### config.mk
export PLATFORM = sky130hd
export DESIGN_NAME = history_trace_dump_flat
export DESIGN_NICKNAME = d
export VERILOG_FILES = /design/src/rtl/history_trace_dump_if.sv /design/src/rtl/history_trace_dump.sv /design/src/flat_wrapper.sv
export SDC_FILE = /design/constraint.sdc
export NUM_CORES = 1
export LEC_CHECK = 0
export ABC_CLOCK_PERIOD_IN_PS = 12600
export CORE_ASPECT_RATIO = 1.5
export CORE_MARGIN = 3
export CORE_UTILIZATION = 54
export DETAILED_ROUTE_END_ITERATION = 8
export GPL_TIMING_DRIVEN = 0
export PLACE_DENSITY = 0.82
export SETUP_SLACK_MARGIN = 0.15
export SYNTH_ARGS = -nofsm -noshare
export SYNTH_HDL_FRONTEND = slang
export SYNTH_SLANG_ARGS = --single-unit
### constraint.sdc
create_clock -name clk -period 12.6 [get_ports clk]
set_clock_uncertainty 0.2 [all_clocks]
set_input_delay 1.26 -clock clk [delete_from_list [all_inputs] [get_ports clk]]
set_output_delay 1.26 -clock clk [all_outputs]
set_load 0.02 [all_outputs]
### src/rtl/history_trace_dump_if.sv
// rtl/history_trace_dump_if.sv - stream output bundle for the history trace dump
interface history_trace_dump_if #(
    parameter int WIDTH = 8,
    parameter int DEPTH = 16
);
    localparam int IDXW = $clog2(DEPTH);

    logic             out_valid;
    logic             out_ready;
    logic [WIDTH-1:0] out_data;
    logic [IDXW-1:0]  out_index;
    logic             out_last;

    modport master (
        output out_valid,
        output out_data,
        output out_index,
        output out_last,
        input  out_ready
    );

    modport slave (
        input  out_valid,
        input  out_data,
        input  out_index,
        input  out_last,
        output out_ready
    );
endinterface

### src/rtl/history_trace_dump.sv
// rtl/history_trace_dump.sv - snapshot a history array on trigger and stream it out (optional HISTORY_DUMP_CHECKSUM_EN)
module history_trace_dump #(
    parameter int WIDTH = 8,
    parameter int DEPTH = 16
) (
    input  logic                 clk,
    input  logic                 rst,
    input  logic [WIDTH-1:0]     history_in [0:DEPTH-1],
    input  logic                 trigger,
    history_trace_dump_if.master out_if,
    output logic                 busy,
    output logic                 trig_dropped
);
    localparam int IDXW = $clog2(DEPTH);
    localparam logic [IDXW-1:0] LAST_IDX = IDXW'(DEPTH - 1);

`ifdef HISTORY_DUMP_CHECKSUM_EN
    typedef enum logic [1:0] {S_IDLE, S_STREAM, S_CHECK} state_t;
`else
    typedef enum logic [0:0] {S_IDLE, S_STREAM} state_t;
`endif

    state_t           state_q, state_d;
    logic [IDXW-1:0]  cnt_q, cnt_d;
    logic [WIDTH-1:0] snap_q [0:DEPTH-1];
    logic             capture;

    logic             valid_o;
    logic [WIDTH-1:0] data_o;
    logic [IDXW-1:0]  index_o;
    logic             last_o;

`ifdef HISTORY_DUMP_CHECKSUM_EN
    logic [WIDTH-1:0] checksum;

    // XOR-fold of the frozen snapshot, emitted as the trailing beat
    always_comb begin
        checksum = '0;
        for (int i = 0; i < DEPTH; i++) begin
            checksum = checksum ^ snap_q[i];
        end
    end
`endif

    // State and beat counter registers
    always_ff @(posedge clk) begin
        if (rst) begin
            state_q <= S_IDLE;
            cnt_q   <= '0;
        end else begin
            state_q <= state_d;
            cnt_q   <= cnt_d;
        end
    end

    // Snapshot is frozen at the trigger edge so later history changes cannot leak in
    always_ff @(posedge clk) begin
        if (rst) begin
            for (int i = 0; i < DEPTH; i++) begin
                snap_q[i] <= '0;
            end
        end else if (capture) begin
            for (int i = 0; i < DEPTH; i++) begin
                snap_q[i] <= history_in[i];
            end
        end
    end

    // Next-state, counter and stream outputs; payload is zeroed whenever no beat is offered
    always_comb begin
        state_d      = state_q;
        cnt_d        = cnt_q;
        capture      = 1'b0;
        valid_o      = 1'b0;
        data_o       = '0;
        index_o      = '0;
        last_o       = 1'b0;
        busy         = 1'b0;
        trig_dropped = 1'b0;
        case (state_q)
            S_IDLE: begin
                if (trigger) begin
                    capture = 1'b1;
                    cnt_d   = '0;
                    state_d = S_STREAM;
                end
            end
            S_STREAM: begin
                busy         = 1'b1;
                valid_o      = 1'b1;
                data_o       = snap_q[cnt_q];
                index_o      = cnt_q;
                trig_dropped = trigger;
`ifndef HISTORY_DUMP_CHECKSUM_EN
                last_o       = (cnt_q == LAST_IDX);
`endif
                if (out_if.out_ready) begin
                    if (cnt_q == LAST_IDX) begin
                        cnt_d = '0;
`ifdef HISTORY_DUMP_CHECKSUM_EN
                        state_d = S_CHECK;
`else
                        state_d = S_IDLE;
`endif
                    end else begin
                        cnt_d = cnt_q + 1'b1;
                    end
                end
            end
`ifdef HISTORY_DUMP_CHECKSUM_EN
            S_CHECK: begin
                busy         = 1'b1;
                valid_o      = 1'b1;
                data_o       = checksum;
                index_o      = '0;
                last_o       = 1'b1;
                trig_dropped = trigger;
                if (out_if.out_ready) begin
                    state_d = S_IDLE;
                end
            end
`endif
            default: begin
                state_d = S_IDLE;
            end
        endcase
        if (rst) begin
            trig_dropped = 1'b0;
        end
    end

    assign out_if.out_valid = valid_o;
    assign out_if.out_data  = data_o;
    assign out_if.out_index = index_o;
    assign out_if.out_last  = last_o;
endmodule

### src/flat_wrapper.sv
// flat-port wrapper written by rule: the top's interface ports become plain ports
module history_trace_dump_flat 
#(
    parameter int WIDTH = 8,
    parameter int DEPTH = 16
)
  (clk, rst, history_in, trigger, busy, trig_dropped, out_if_out_valid, out_if_out_data, out_if_out_index, out_if_out_last, out_if_out_ready);
  history_trace_dump_if #(.WIDTH(WIDTH), .DEPTH(DEPTH)) out_if_i ();
  input  logic clk;
  input  logic rst;
  input  logic [WIDTH-1:0] history_in[0:DEPTH-1];
  input  logic trigger;
  output logic busy;
  output logic trig_dropped;
  output wire logic [$bits(out_if_i.out_valid)-1:0] out_if_out_valid;
  output wire logic [$bits(out_if_i.out_data)-1:0] out_if_out_data;
  output wire logic [$bits(out_if_i.out_index)-1:0] out_if_out_index;
  output wire logic [$bits(out_if_i.out_last)-1:0] out_if_out_last;
  input wire logic [$bits(out_if_i.out_ready)-1:0] out_if_out_ready;
  assign out_if_out_valid = out_if_i.out_valid;
  assign out_if_out_data = out_if_i.out_data;
  assign out_if_out_index = out_if_i.out_index;
  assign out_if_out_last = out_if_i.out_last;
  assign out_if_i.out_ready = out_if_out_ready;
  history_trace_dump #(.WIDTH(WIDTH), .DEPTH(DEPTH)) u_core (.clk(clk), .rst(rst), .history_in(history_in), .trigger(trigger), .out_if(out_if_i), .busy(busy), .trig_dropped(trig_dropped));
endmodule
# Word level (Yosys, flattened, before mapping)
# Memory sizes are Yosys's and may differ from the RTL's. A register that Yosys moved wholly into a read port is not among the register bits.
# Index checks and enable logic that the tools add are counted.
dict set report op_classes {
  muxes 38
  n_reduce_logical 1
  bitwise 17
  eq_ne 3
  addsub 1
}
# cell n
set op_table {}
lappend op_table {{$mux 8} 17}
lappend op_table {{$mux 4} 6}
lappend op_table {{$or 1x1->1} 16}
lappend op_table {{$mux 1} 13}
lappend op_table {{$pmux 4 s2} 1}
lappend op_table {{$add 4x1->4 const B} 1}
lappend op_table {{$eq 4x4->1 const B} 1}
lappend op_table {{$ne 2x2->1 const B} 2}
lappend op_table {{$pmux 1 s2} 1}
lappend op_table {{$reduce_and 2->1} 1}
lappend op_table {{$not 1->1} 1}
dict set report totals {
  in_bits 132
  reg_bits 5
  mem_bits_rw 128
  output_inout_bits 16
  mem_count 1
}
# name words width rd rd_ports_with_merged_regs wr line_no
set mem_list {}
lappend mem_list {u_core.snap_q 16 8 1 1 16 history_trace_dump.sv:25} ;# logic [WIDTH-1:0] snap_q [0:DEPTH-1];

# Longest topological paths before layout
# Gate-level depths: netlist of the first run.
dict set report logic_depth {
  ltp_word 6
  depth_mapped 7
}

# Worst setup path after synthesis of the first run
# Ideal clock, no wire load.
dict set report synth_timing {
  path_kind {input-to-reg}
  from {input port rst}
  to {memory u_core.snap_q[0][0] (enable)}
  path_buffers 2
  t_required_ns 11.891
  path_slack_ns 6.962
  stages 3
  t_arrival_ns 4.929
  setup_ns 0.509
  path_cell_list {clkbuf_1 clkbuf_1 nand2b_1}
}
# element line_no
set synth_rtl {}
lappend synth_rtl {{start: declaration} flat_wrapper.sv:10} ;# input logic rst;
lappend synth_rtl {{end: declaration} history_trace_dump.sv:25}

# Worst setup path after layout of the first run
dict set report layout_timing {
  from {input port rst}
  to {output port trig_dropped}
}
dict set report layout_via {
  elab_chain_len 1
}
# element line_no
set layout_rtl {}
lappend layout_rtl {{$mux 1} history_trace_dump.sv:127} ;# if (rst) begin
lappend layout_rtl {{end: declaration} flat_wrapper.sv:14} ;# output logic trig_dropped;
# No other way between the ends.

==> summary.txt, run 1 <==
Status
  – Status: completed

Clock tree
  – Max Buffers Root-to-Sink: 2
  – Cts repair resizes: 0
  – Total clock buffers created by CTS: 17
  – Setup bufs post-CTS: 0
  – # hold bufs at CTS: 0
  – CTS tree: built
  – Root buffer cell: clkbuf_16
  – Clock Pin Slew Worst Setup and Hold Paths: 0.05 ns
  – # clock sinks: 137
  – Clk_lat worst skew: 0.41 ns
  – H-tree Lvls: 4

Timing
  – Crit path time final: 4.77 ns
  – Max-Slew Margin vs Limit: 43.5%
  – Maximum clock frequency: 210 MHz
  – Setup TNS Final: 0 ns
  – RSZ-0062 raised after global routing: false
  – Hold Fails Final Rpt: 0
  – Worst Max-Slew Pin Slew: 0.848 ns
  – Final max-slew violation count: 0
  – Finish-stage setup viols: 0
  – Final period utilization: between 30 and 40%
  – Final worst setup slack: 7.83 ns

Setup path
  – Worst Path Max Fanout: 10
  – FF-to-FF setup slack: 10.24 ns
  – WP data required: 11.14 ns
  – WS Path Type: in2out
  – R2r startpoint: u_core.state_q
  – CP Capture Type: primary output
  – Critical path origin: rst
  – CP endpoint: trig_dropped
  – Worst EP arrival: around 3.3 ns
  – Reg-to-reg endpoint: u_core.snap_q[0][0]
  – Reg2reg path depth: 4
  – Setup crit start kind: input port

GRT
  – First-pass GRT wire length: around 23000 µm
  – Initial antenna violation count: 0
  – Grt ovf: 0
  – Pin count of the biggest net entering global routing: 69
  – Total track usage: between 20% and 30%
  – Vias in the first global route: between 4000 and 5000

Placement
  – Cell Area, Placed: 0.00793 mm²
  – Post-DP HPWL: between 10000 and 15000 µm
  – GPL Wtd Cong: 0.782
  – Post-place setup slack: 7.84 ns
  – IO Port Bufs: ~150
  – Placed cells: 741

Power and ir drop
  – PwrDens: 133 mW/mm²
  – Pleak: between 3 and 4 nW
  – Peak supply drop: 0.101 mV

Die
  – Die area: 0.0129 mm²
  – Starting density of the core: 55.9%
  – Site Rows: 47
  – Die W: 93.8 µm
  – Core region area: 0.0112 mm²
  – Die height: 138 µm
  – IO Count: between 100 and 150

Synth
  – Synthesized instance count: 446
  – Post-Synthesis Net Count: around 580
  – Largest family of logic cells by synthesized area: simple AND/OR/NAND/NOR gates
  – Library cells used by synthesis: 35
  – XOR/XNOR share of the synthesized area: 0%
  – Mux cell area share after synthesis: 10.7%
  – Syn Area/Cell: roughly 14 µm²
  – Number of synthesized flops with an enable pin: 128
  – Post-Syn Area: 0.00624 mm²
  – Synth Warn #: 0
  – Adder-Cell Fraction of Synth Area: 0.200%
  – Post-synthesis sequential area ratio: 64.5%
  – Synth Flop Type: edfxtp_1
  – Synth Area in Compound Gates: 4.99%
  – Synth async-reset ratio: 0%
  – Synthesis-stage register bit count: 137
  – Synth Area in Simple Gates: 16.7%

Final layout
  – Final nets: 746
  – Diodes inserted: 0
  – Final instance area: ~0.0085 mm²
  – Fraction of layout cells with a size suffix above 1: 8.63%
  – Synth-to-layout area growth: 36.1%
  – Most common cell after layout, fill and taps aside: clkdlybuf4s50_1
  – Post-Route Utilization: approximately 76%
  – Commonest non-fill, non-tap cells in the layout: 147 x clkdlybuf4s50_1, 128 x edfxtp_1, 86 x and2_1
  – Finished Layout Cells: about 770

Drt
  – Routed vias/inst: 5.41
  – Drt pass-1 iters: 4
  – Vias: 4183
  – Routed wire length: 15300 µm
  – Initial DRC count: 239
  – Wirelength per Cell: 19.8 µm
  – Routed Antenna Nets: 0
  – Drc violations: 0

Job
  – Max-cap violations: 0

Hold path
  – Hold Path Class: reg2reg
-- where the power goes --
group / switching [W] / internal [W] / total, W
Clock: 0.000171 / 0.000295 / 0.000466
Sequential: 0.00000930 / 0.000535 / 0.000544
Combinational: 0.0000520 / 0.0000680 / 0.000120
-- flip-flops by register name (all words and copies together), names as in the netlist, named ones only --
register        count
u_core.snap_q     128
u_core.cnt_q        4
u_core.state_q      1
-- cell type report --
cell class | count | area [µm²]
Fill cell | 726 | 2680
Sequential cell | 137 | 4020
Timing Repair Buffer | 148 | 1500
Multi-Input combinational cell | 278 | 2040
Clock inverter | 2 | 10.0
Clock buffer | 30 | 556
Tap cell | 147 | 184
Buffer | 31 | 183
-- kinds of logic after synthesis --
group                      after synthesis
adders and majority gates                1
AOI/OAI and AO/OA                       44
buffers and inverters                   31
and+or+nand+nor                        174
muxes                                   59
DFF                                    137
-- worst min-delay path by stage --
stage | endpoint | slack (ns) | depth (start not counted) | from
after floorplan | register | 0.30 | 2 | u_core.cnt_q[3]
after global placement | u_core.cnt_q[3] | 0.34 | 2 | u_core.cnt_q[3]
after detailed placement | u_core.cnt_q[3] | 0.36 | 2 | u_core.cnt_q[3]
after CTS | u_core.cnt_q[3] | 0.41 | 2 | u_core.cnt_q[3]
after global routing | u_core.cnt_q[3] | 0.43 | 2 | u_core.cnt_q[3]
final | u_core.cnt_q[3] | 0.40 | 2 | u_core.cnt_q[3]
-- metal layers --
layer  GRT usage (%)  part of all wire, %
met5               0                    0
met2            45.2                   57
met4            9.08                  2.5
met1            26.1                   36
met3            6.34                  4.9
-- per-stage QoR --
step | power (W) | hold slack, ns
3_3_place_gp | 0.000671 | 0.344
3_5_place_dp | 0.000673 | 0.363
5_1_grt | 0.00116 | 0.432
6_report | 0.00113 | 0.400
2_1_floorplan | 0.000609 | 0.302
4_1_cts | 0.00113 | 0.407
-- synthesized netlist by cell type, types with 2 or more instances --
master,number,area [µm²]
nand2_1,13,48.8
a22oi_1,24,180
nand2b_1,4,25.0
o21ai_0,6,30.0
buf_2,7,35.0
nor3_1,2,10.0
buf_4,3,22.5
edfxtp_1,128,3840
mux2i_1,53,531
nor2b_1,51,319
a21oi_1,5,25.0
o211ai_1,2,15.0
clkbuf_1,15,56.3
buf_6,4,45.0
nor2_1,5,18.8
and2_1,86,538
mux4_2,6,135
nand3_1,7,35.0
dfxtp_1,9,180
-- worst max-delay path: stages --
cell and delay [ns]:
clkdlybuf4s50_1 0.50, clkbuf_1 0.38, clkbuf_1 0.47, nor2_1 0.13
clkdlybuf4s50_1 0.56
Power figures use the tool's default switching activity.
==> inputs of run 2 (changes only) <==
- ABC_CLOCK_PERIOD_IN_PS: 12600 -> 4460
- CORE_UTILIZATION: 54 -> 50
- PLACE_DENSITY: 0.82 -> 0.76
- clock period: 12.6 -> 4.46 ns (I/O delays scaled with it)
==> run 2 against run 1 <==
Against the previous run:
- utilization shrank 5.3 points
- combinational power rose to 2.8 times the previous value
- flip-flop and latch count stayed put
- die area grew 7.6%
- via count fell by 2.1%
- setup slack worse by 6.7 ns
- design area is 0.60% higher
- worst hold slack improved by 0.0085 ns
- first-iteration DRC count down 17%
- global-route usage is 2.0 points lower
- register-to-register slack got worse by 8.1 ns
- critical path type is now reg2out
==> summary.txt, run 2 (synthesis results as in run 1) <==
Status
  – Status: completed (unchanged)

Setup path
  – WP data required: 3.81 ns (was 11.14 ns)
  – FF-to-FF setup slack: 2.14 ns (was 10.24 ns)
  – Crit-path max cell delay: 0.66 ns (was 0.56 ns)
  – Crit path top cell by count: buf_2
  – CP Capture Type: primary output (unchanged)
  – Worst Path Max Fanout: 10 (unchanged)
  – R2r startpoint: u_core.state_q (unchanged)
  – Reg2reg path depth: 4 (unchanged)
  – WS Path Type: reg2out (was in2out)
  – Worst EP arrival: 2.65 ns (was 3.31 ns)
  – Critical path cell sequence: buf_2 > nor2b_1 > buf_2 > a22oi_1 > nand3_1 > o21ai_0 > clkdlybuf4s50_1 (was clkdlybuf4s50_1 > clkbuf_1 > clkbuf_1 > nor2_1 > clkdlybuf4s50_1)
  – Reg-to-reg endpoint: u_core.snap_q[4][2] (was u_core.snap_q[0][0])
  – Setup crit start kind: register (was input port)
  – Slowest cell on crit path: clkdlybuf4s50_1 (unchanged)

Clock tree
  – # hold bufs at CTS: 0 (unchanged)
  – Root buffer cell: clkbuf_16 (unchanged)
  – # clock sinks: 137 (unchanged)
  – Max Buffers Root-to-Sink: 2 (unchanged)
  – Setup bufs post-CTS: 0 (unchanged)
  – Clk_lat worst skew: 0.42 ns (was 0.41 ns)
  – H-tree Lvls: 4 (unchanged)
  – Total clock buffers created by CTS: 17 (unchanged)
  – Clock Pin Slew Worst Setup and Hold Paths: 0.05 ns (about the same)
  – Cts repair resizes: 0 (unchanged)
  – CTS tree: built (unchanged)

Timing
  – Crit path time final: 3.30 ns
  – Hold Fails Final Rpt: 0 (unchanged)
  – Setup TNS Final: 0 ns (unchanged)
  – Final max-slew violation count: 0 (unchanged)
  – Final period utilization: 73.9%
  – Max-Slew Margin vs Limit: 49.6% (was 43.5%)
  – Finish-stage setup viols: 0 (unchanged)
  – RSZ-0062 raised after global routing: false (unchanged)
  – Worst Max-Slew Pin Slew: 0.756 ns (was 0.848 ns)
  – Maximum clock frequency: 303 MHz

GRT
  – Grt ovf: 0 (unchanged)
  – Vias in the first global route: 4428 (was 4435)
  – First-pass GRT wire length: 23100 µm (was 22700 µm)
  – Initial antenna violation count: 0 (unchanged)
  – Total track usage: 22.3% (was 24.3%)
  – Pin count of the biggest net entering global routing: 73 (was 69)

Drt
  – Initial DRC count: 198 (was 239)
  – Routed Antenna Nets: 0 (unchanged)
  – Wirelength per Cell: 19.5 µm (was 19.8 µm)
  – Drt pass-1 iters: 5 (was 4)
  – Routed wire length: 15200 µm (was 15300 µm)
  – Vias: 4097 (was 4183)
  – Routed vias/inst: 5.26 (was 5.41)
  – Drc violations: 0 (unchanged)

Hold path
  – Hold Path Class: reg2reg (unchanged)
  – Hold-critical path depth: 2 (unchanged)
  – Min-delay src: u_core.cnt_q[0] (was u_core.cnt_q[3])

Power and ir drop
  – Pleak: 3.11 nW (was 3.09 nW)
  – Peak supply drop: 0.241 mV (was 0.101 mV)
  – PwrDens: 388 mW/mm² (was 133 mW/mm²)

Final layout
  – Max reg flops: 128 (unchanged)
  – Synth-to-layout area growth: 37.0% (was 36.1%)
  – Finished Layout Cells: 779 (was 773)
  – Top flop regs: u_core.snap_q (128), u_core.cnt_q (4), u_core.state_q (1) (unchanged)
  – Most common cell after layout, fill and taps aside: clkdlybuf4s50_1 (unchanged)
  – Fraction of layout cells with a size suffix above 1: 9.11% (was 8.63%)
  – Commonest non-fill, non-tap cells in the layout: 147 x clkdlybuf4s50_1, 128 x edfxtp_1, 86 x and2_1 (unchanged)
  – Diodes inserted: 0 (unchanged)
  – Final nets: 746 (unchanged)
  – Biggest register: u_core.snap_q (unchanged)

Die
  – Site Rows: 49 (was 47)
  – Die W: 97.2 µm (was 93.8 µm)
  – Starting density of the core: 51.7% (was 55.9%)
  – Die area: 0.0139 mm² (was 0.0129 mm²)
  – Die height: 143 µm (was 138 µm)
  – IO Count: 148 (unchanged)
  – Core region area: 0.0121 mm² (was 0.0112 mm²)

Placement
  – Post-DP HPWL: 11100 µm (about the same)
  – GPL Wtd Cong: 0.835 (was 0.782)
  – Placed cells: 747 (was 741)
  – IO Port Bufs: 147 (unchanged)

Job
  – Max-cap violations: 0 (unchanged)
[run 2: layout make-up]
| class | count | area [µm²] |
|---|---|---|
| clock inverter | 14 | 180 |
| tap | 153 | 191 |
| sequential | 137 | 4020 |
| multi-input combinational | 278 | 2040 |
| buffer | 31 | 183 |
| fill | 809 | 3530 |
| timing repair buffer | 148 | 1500 |
| clock buffer | 18 | 429 |
[run 2: worst max-delay path by stage]
stage,from,to,slack (ns)
global route,register,out_if_out_data[4],1.03
detailed placement,rst,u_core.snap_q[1][4],0.93
finish,register,out_if_out_data[4],1.16
CTS,register,out_if_out_data[6],1.11
global placement,rst,u_core.snap_q[1][4],-0.26
floorplan,rst,u_core.snap_q[0][0],1.11
[run 2: worst max-delay path: cells and delay by family, from the launching register on]
family / cells / cell delay (ns)
buf+inv: 3 / 1.20
compound gates: 2 / 0.42
flops: 1 / 0.32
simple gates: 2 / 0.30
[run 2: per-stage QoR]
stage | total power [W] | setup slack, ns | utilization, % | cell area (µm²) | hold WS [ns]
after floorplan | 0.00172 | 1.11 | - | 6240 | 0.303
after global placement | 0.00189 | -0.261 | 65.5 | 7910 | 0.345
after detailed placement | 0.00190 | 0.929 | 65.7 | 7940 | 0.368
after CTS | 0.00332 | 1.11 | 70.8 | 8550 | 0.405
after global routing | 0.00342 | 1.03 | 70.8 | 8550 | 0.417
final | 0.00332 | 1.16 | 70.8 | 8550 | 0.408
[run 2: metal layers]
metal  track usage [%]  share of wire, %  up-vias
met4              8.10               2.1        0
met2              43.6                57      142
li1                  -                 -     1958
met3              4.35               4.2       23
met1              23.7                37     1974
met5                 0                 0        -
[run 2: where the power goes]
group	internal [W]	switching [W]
clock	0.000928	0.000514
combinational	0.000192	0.000146
sequential	0.00151	0.0000258
==> inputs of run 3 (changes only) <==
- ABC_CLOCK_PERIOD_IN_PS: 4460 -> 2700
- CORE_UTILIZATION: 50 -> 45
- PLACE_DENSITY: 0.76 -> 0.72
- clock period: 4.46 -> 2.7 ns (I/O delays scaled with it)
==> run 3 against run 2 <==
Against the previous run:
- non-clock buffer count up 6
- power increased by 67%
- worst hold slack got worse by 0.094 ns
- via count grew 1.0%
- critical path depth unchanged
- critical path type unchanged
- critical endpoint is now out_if_out_data[5]
==> summary.txt, run 3 (synthesis results as in run 1) <==
Drt
  – Drt pass-1 iters: 5 (unchanged)
  – Vias: 4138 (was 4097)
  – Routed wire length: 15600 µm (was 15200 µm)
  – Routed Antenna Nets: 0 (unchanged)
  – Wirelength per Cell: 19.6 µm (was 19.5 µm)
  – Routed vias/inst: 5.21 (was 5.26)
  – Initial DRC count: 195 (was 198)
  – Drc violations: 0 (unchanged)

Die
  – Site Rows: 52 (was 49)
  – IO Count: 148 (unchanged)
  – Die height: 150 µm (was 143 µm)
  – Die area: 0.0153 mm² (was 0.0139 mm²)
  – Starting density of the core: 46.1% (was 51.7%)
  – Core region area: 0.0135 mm² (was 0.0121 mm²)
  – Die W: 102 µm (was 97.2 µm)

Clock tree
  – Clock Pin Slew Worst Setup and Hold Paths: 0.06 ns (was 0.05 ns)
  – # clock sinks: 137 (unchanged)
  – Clk_lat worst skew: 0.41 ns (was 0.42 ns)
  – CTS tree: built (unchanged)
  – # hold bufs at CTS: 0 (unchanged)
  – Total clock buffers created by CTS: 17 (unchanged)
  – H-tree Lvls: 4 (unchanged)
  – Max Buffers Root-to-Sink: 2 (unchanged)
  – Root buffer cell: clkbuf_16 (unchanged)

Setup path
  – Reg-to-reg endpoint: u_core.snap_q[3][6] (was u_core.snap_q[4][2])
  – Worst EP arrival: 2.03 ns (was 2.65 ns)
  – WS Path Type: reg2out (unchanged)
  – Crit-path max cell delay: 0.30 ns (was 0.66 ns)
  – Critical path cell sequence: buf_4 > and2b_1 > buf_2 > a22oi_1 > o211ai_2 > o31ai_1 > buf_2 (was buf_2 > nor2b_1 > buf_2 > a22oi_1 > nand3_1 > o21ai_0 > clkdlybuf4s50_1)
  – FF-to-FF setup slack: 0.54 ns (was 2.14 ns)
  – Reg2reg path depth: 4 (unchanged)
  – Worst Path Max Fanout: 10 (unchanged)
  – Setup crit start kind: register (unchanged)
  – Crit path top cell by count: buf_2 (unchanged)
  – Slowest cell on crit path: dfxtp_1 (was clkdlybuf4s50_1)
  – CP Capture Type: primary output (unchanged)
  – R2r startpoint: u_core.state_q (unchanged)
  – WP data required: 2.23 ns (was 3.81 ns)

Final layout
  – Commonest non-fill, non-tap cells in the layout: 139 x clkdlybuf4s50_1, 128 x edfxtp_1, 86 x and2_1 (was 147 x clkdlybuf4s50_1, 128 x edfxtp_1, 86 x and2_1)
  – Finished Layout Cells: 795 (was 779)
  – Top flop regs: u_core.snap_q (128), u_core.cnt_q (4), u_core.state_q (1) (unchanged)
  – Final nets: 753 (was 746)
  – Biggest register: u_core.snap_q (unchanged)
  – Diodes inserted: 0 (unchanged)
  – Max reg flops: 128 (unchanged)
  – Most common cell after layout, fill and taps aside: clkdlybuf4s50_1 (unchanged)
  – Synth-to-layout area growth: 39.8% (was 37.0%)
  – Fraction of layout cells with a size suffix above 1: 14.7% (was 9.11%)
  – Fill cell count: 1024 (was 809)

Power and ir drop
  – Peak supply drop: 0.376 mV (was 0.241 mV)
  – PwrDens: 634 mW/mm² (was 388 mW/mm²)
  – Pleak: 3.19 nW (was 3.11 nW)

Placement
  – IO Port Bufs: 147 (unchanged)
  – Post-DP HPWL: 11300 µm (was 11100 µm)
  – Placed cells: 756 (was 747)
  – GPL Wtd Cong: 0.854 (was 0.835)

Timing
  – Final period utilization: 92.7%
  – Hold Fails Final Rpt: 0 (unchanged)
  – Min Hold Slack: 0.314 ns (was 0.408 ns)
  – Final max-slew violation count: 0 (unchanged)
  – Worst Max-Slew Pin Slew: 0.594 ns (was 0.756 ns)
  – Max-Slew Margin vs Limit: 60.4% (was 49.6%)
  – Crit path time final: 2.50 ns
  – Maximum clock frequency: 399 MHz
  – Finish-stage setup viols: 0 (unchanged)
  – Setup TNS Final: 0 ns (unchanged)
  – RSZ-0062 raised after global routing: true (was false)

GRT
  – Pin count of the biggest net entering global routing: 79 (was 73)
  – Grt ovf: 0 (unchanged)
  – Initial antenna violation count: 0 (unchanged)
  – First-pass GRT wire length: 22900 µm (was 23100 µm)
  – Total track usage: 20.4% (was 22.3%)
  – Vias in the first global route: 4359 (was 4428)

Job
  – Max-cap violations: 0 (unchanged)

Hold path
  – Min-delay src: history_in[66] (was u_core.cnt_q[0])
  – Hold-critical path depth: 2 (unchanged)
  – Hold Path Class: in2reg (was reg2reg)
  – Hold endpoint: u_core.snap_q[7][2]

Status
  – Status: completed (unchanged)
[run 3: power by group]
part	internal, W	total (W)	switching (W)
Clock	0.00155	0.00240	0.000850
Sequential	0.00250	0.00254	0.0000464
Combinational	0.000333	0.000586	0.000253
[run 3: area by class of cell]
| type | instances | area [µm²] | share of cell area [%] |
|---|---|---|---|
| clock buffers | 22 | 484 | 5.55 |
| repair buffers | 154 | 1530 | 17.5 |
| clock inverters | 10 | 140 | 1.61 |
| plain buffers | 31 | 221 | 2.54 |
| multi-input cells | 279 | 2120 | 24.4 |
| flip-flops and latches | 137 | 4030 | 46.1 |
| well taps | 162 | 203 | 2.32 |
[run 3: worst max-delay path: cells and delay by family (launching register included)]
family	cells	cell delay, ns
AOI/OAI and AO/OA	3	0.48
buffers and inverters	3	0.60
DFF	1	0.30
and+or+nand+nor	1	0.23
[run 3: timing repair]
action / in CTS / in global routing
endpoints found under the setup margin: 137 / 14
pin swaps: 1 / 3
cloned: 1 / 1
resized for setup: 44 / 28
setup buffers: 0 / 5
[run 3: how the worst max path moves through the flow]
stage,to,slack (ns),cells past startpoint
4_1_cts,out_if_out_data[4],-0.008,8
2_1_floorplan,u_core.snap_q[0][0],0.26,3
3_3_place_gp,u_core.snap_q[1][4],-0.93,4
5_1_grt,out_if_out_data[4],0.10,7
6_report,out_if_out_data[5],0.20,7
3_5_place_dp,u_core.snap_q[11][6],-0.75,5
[run 3: metrics by stage]
| stage | worst slack (ns) | utilization, % | area [µm²] | total power [W] |
|---|---|---|---|---|
| 6_report | 0.197 | 64.5 | 8720 | 0.00553 |
| 4_1_cts | -0.00771 | 63.7 | 8620 | 0.00553 |
| 2_1_floorplan | 0.262 | - | 6250 | 0.00283 |
| 3_5_place_dp | -0.749 | 58.7 | 7950 | 0.00315 |
| 3_3_place_gp | -0.934 | 58.5 | 7920 | 0.00313 |
| 5_1_grt | 0.101 | 64.5 | 8720 | 0.00569 |
[run 3: routing by layer]
layer  up-vias  wire [µm]  global-route usage, %
met5         -          0                      0
met4         0        407                   7.75
met3        28        884                   3.62
met2       155       8860                   38.0
met1      1985       5400                   22.7
li1       1970          -                      -
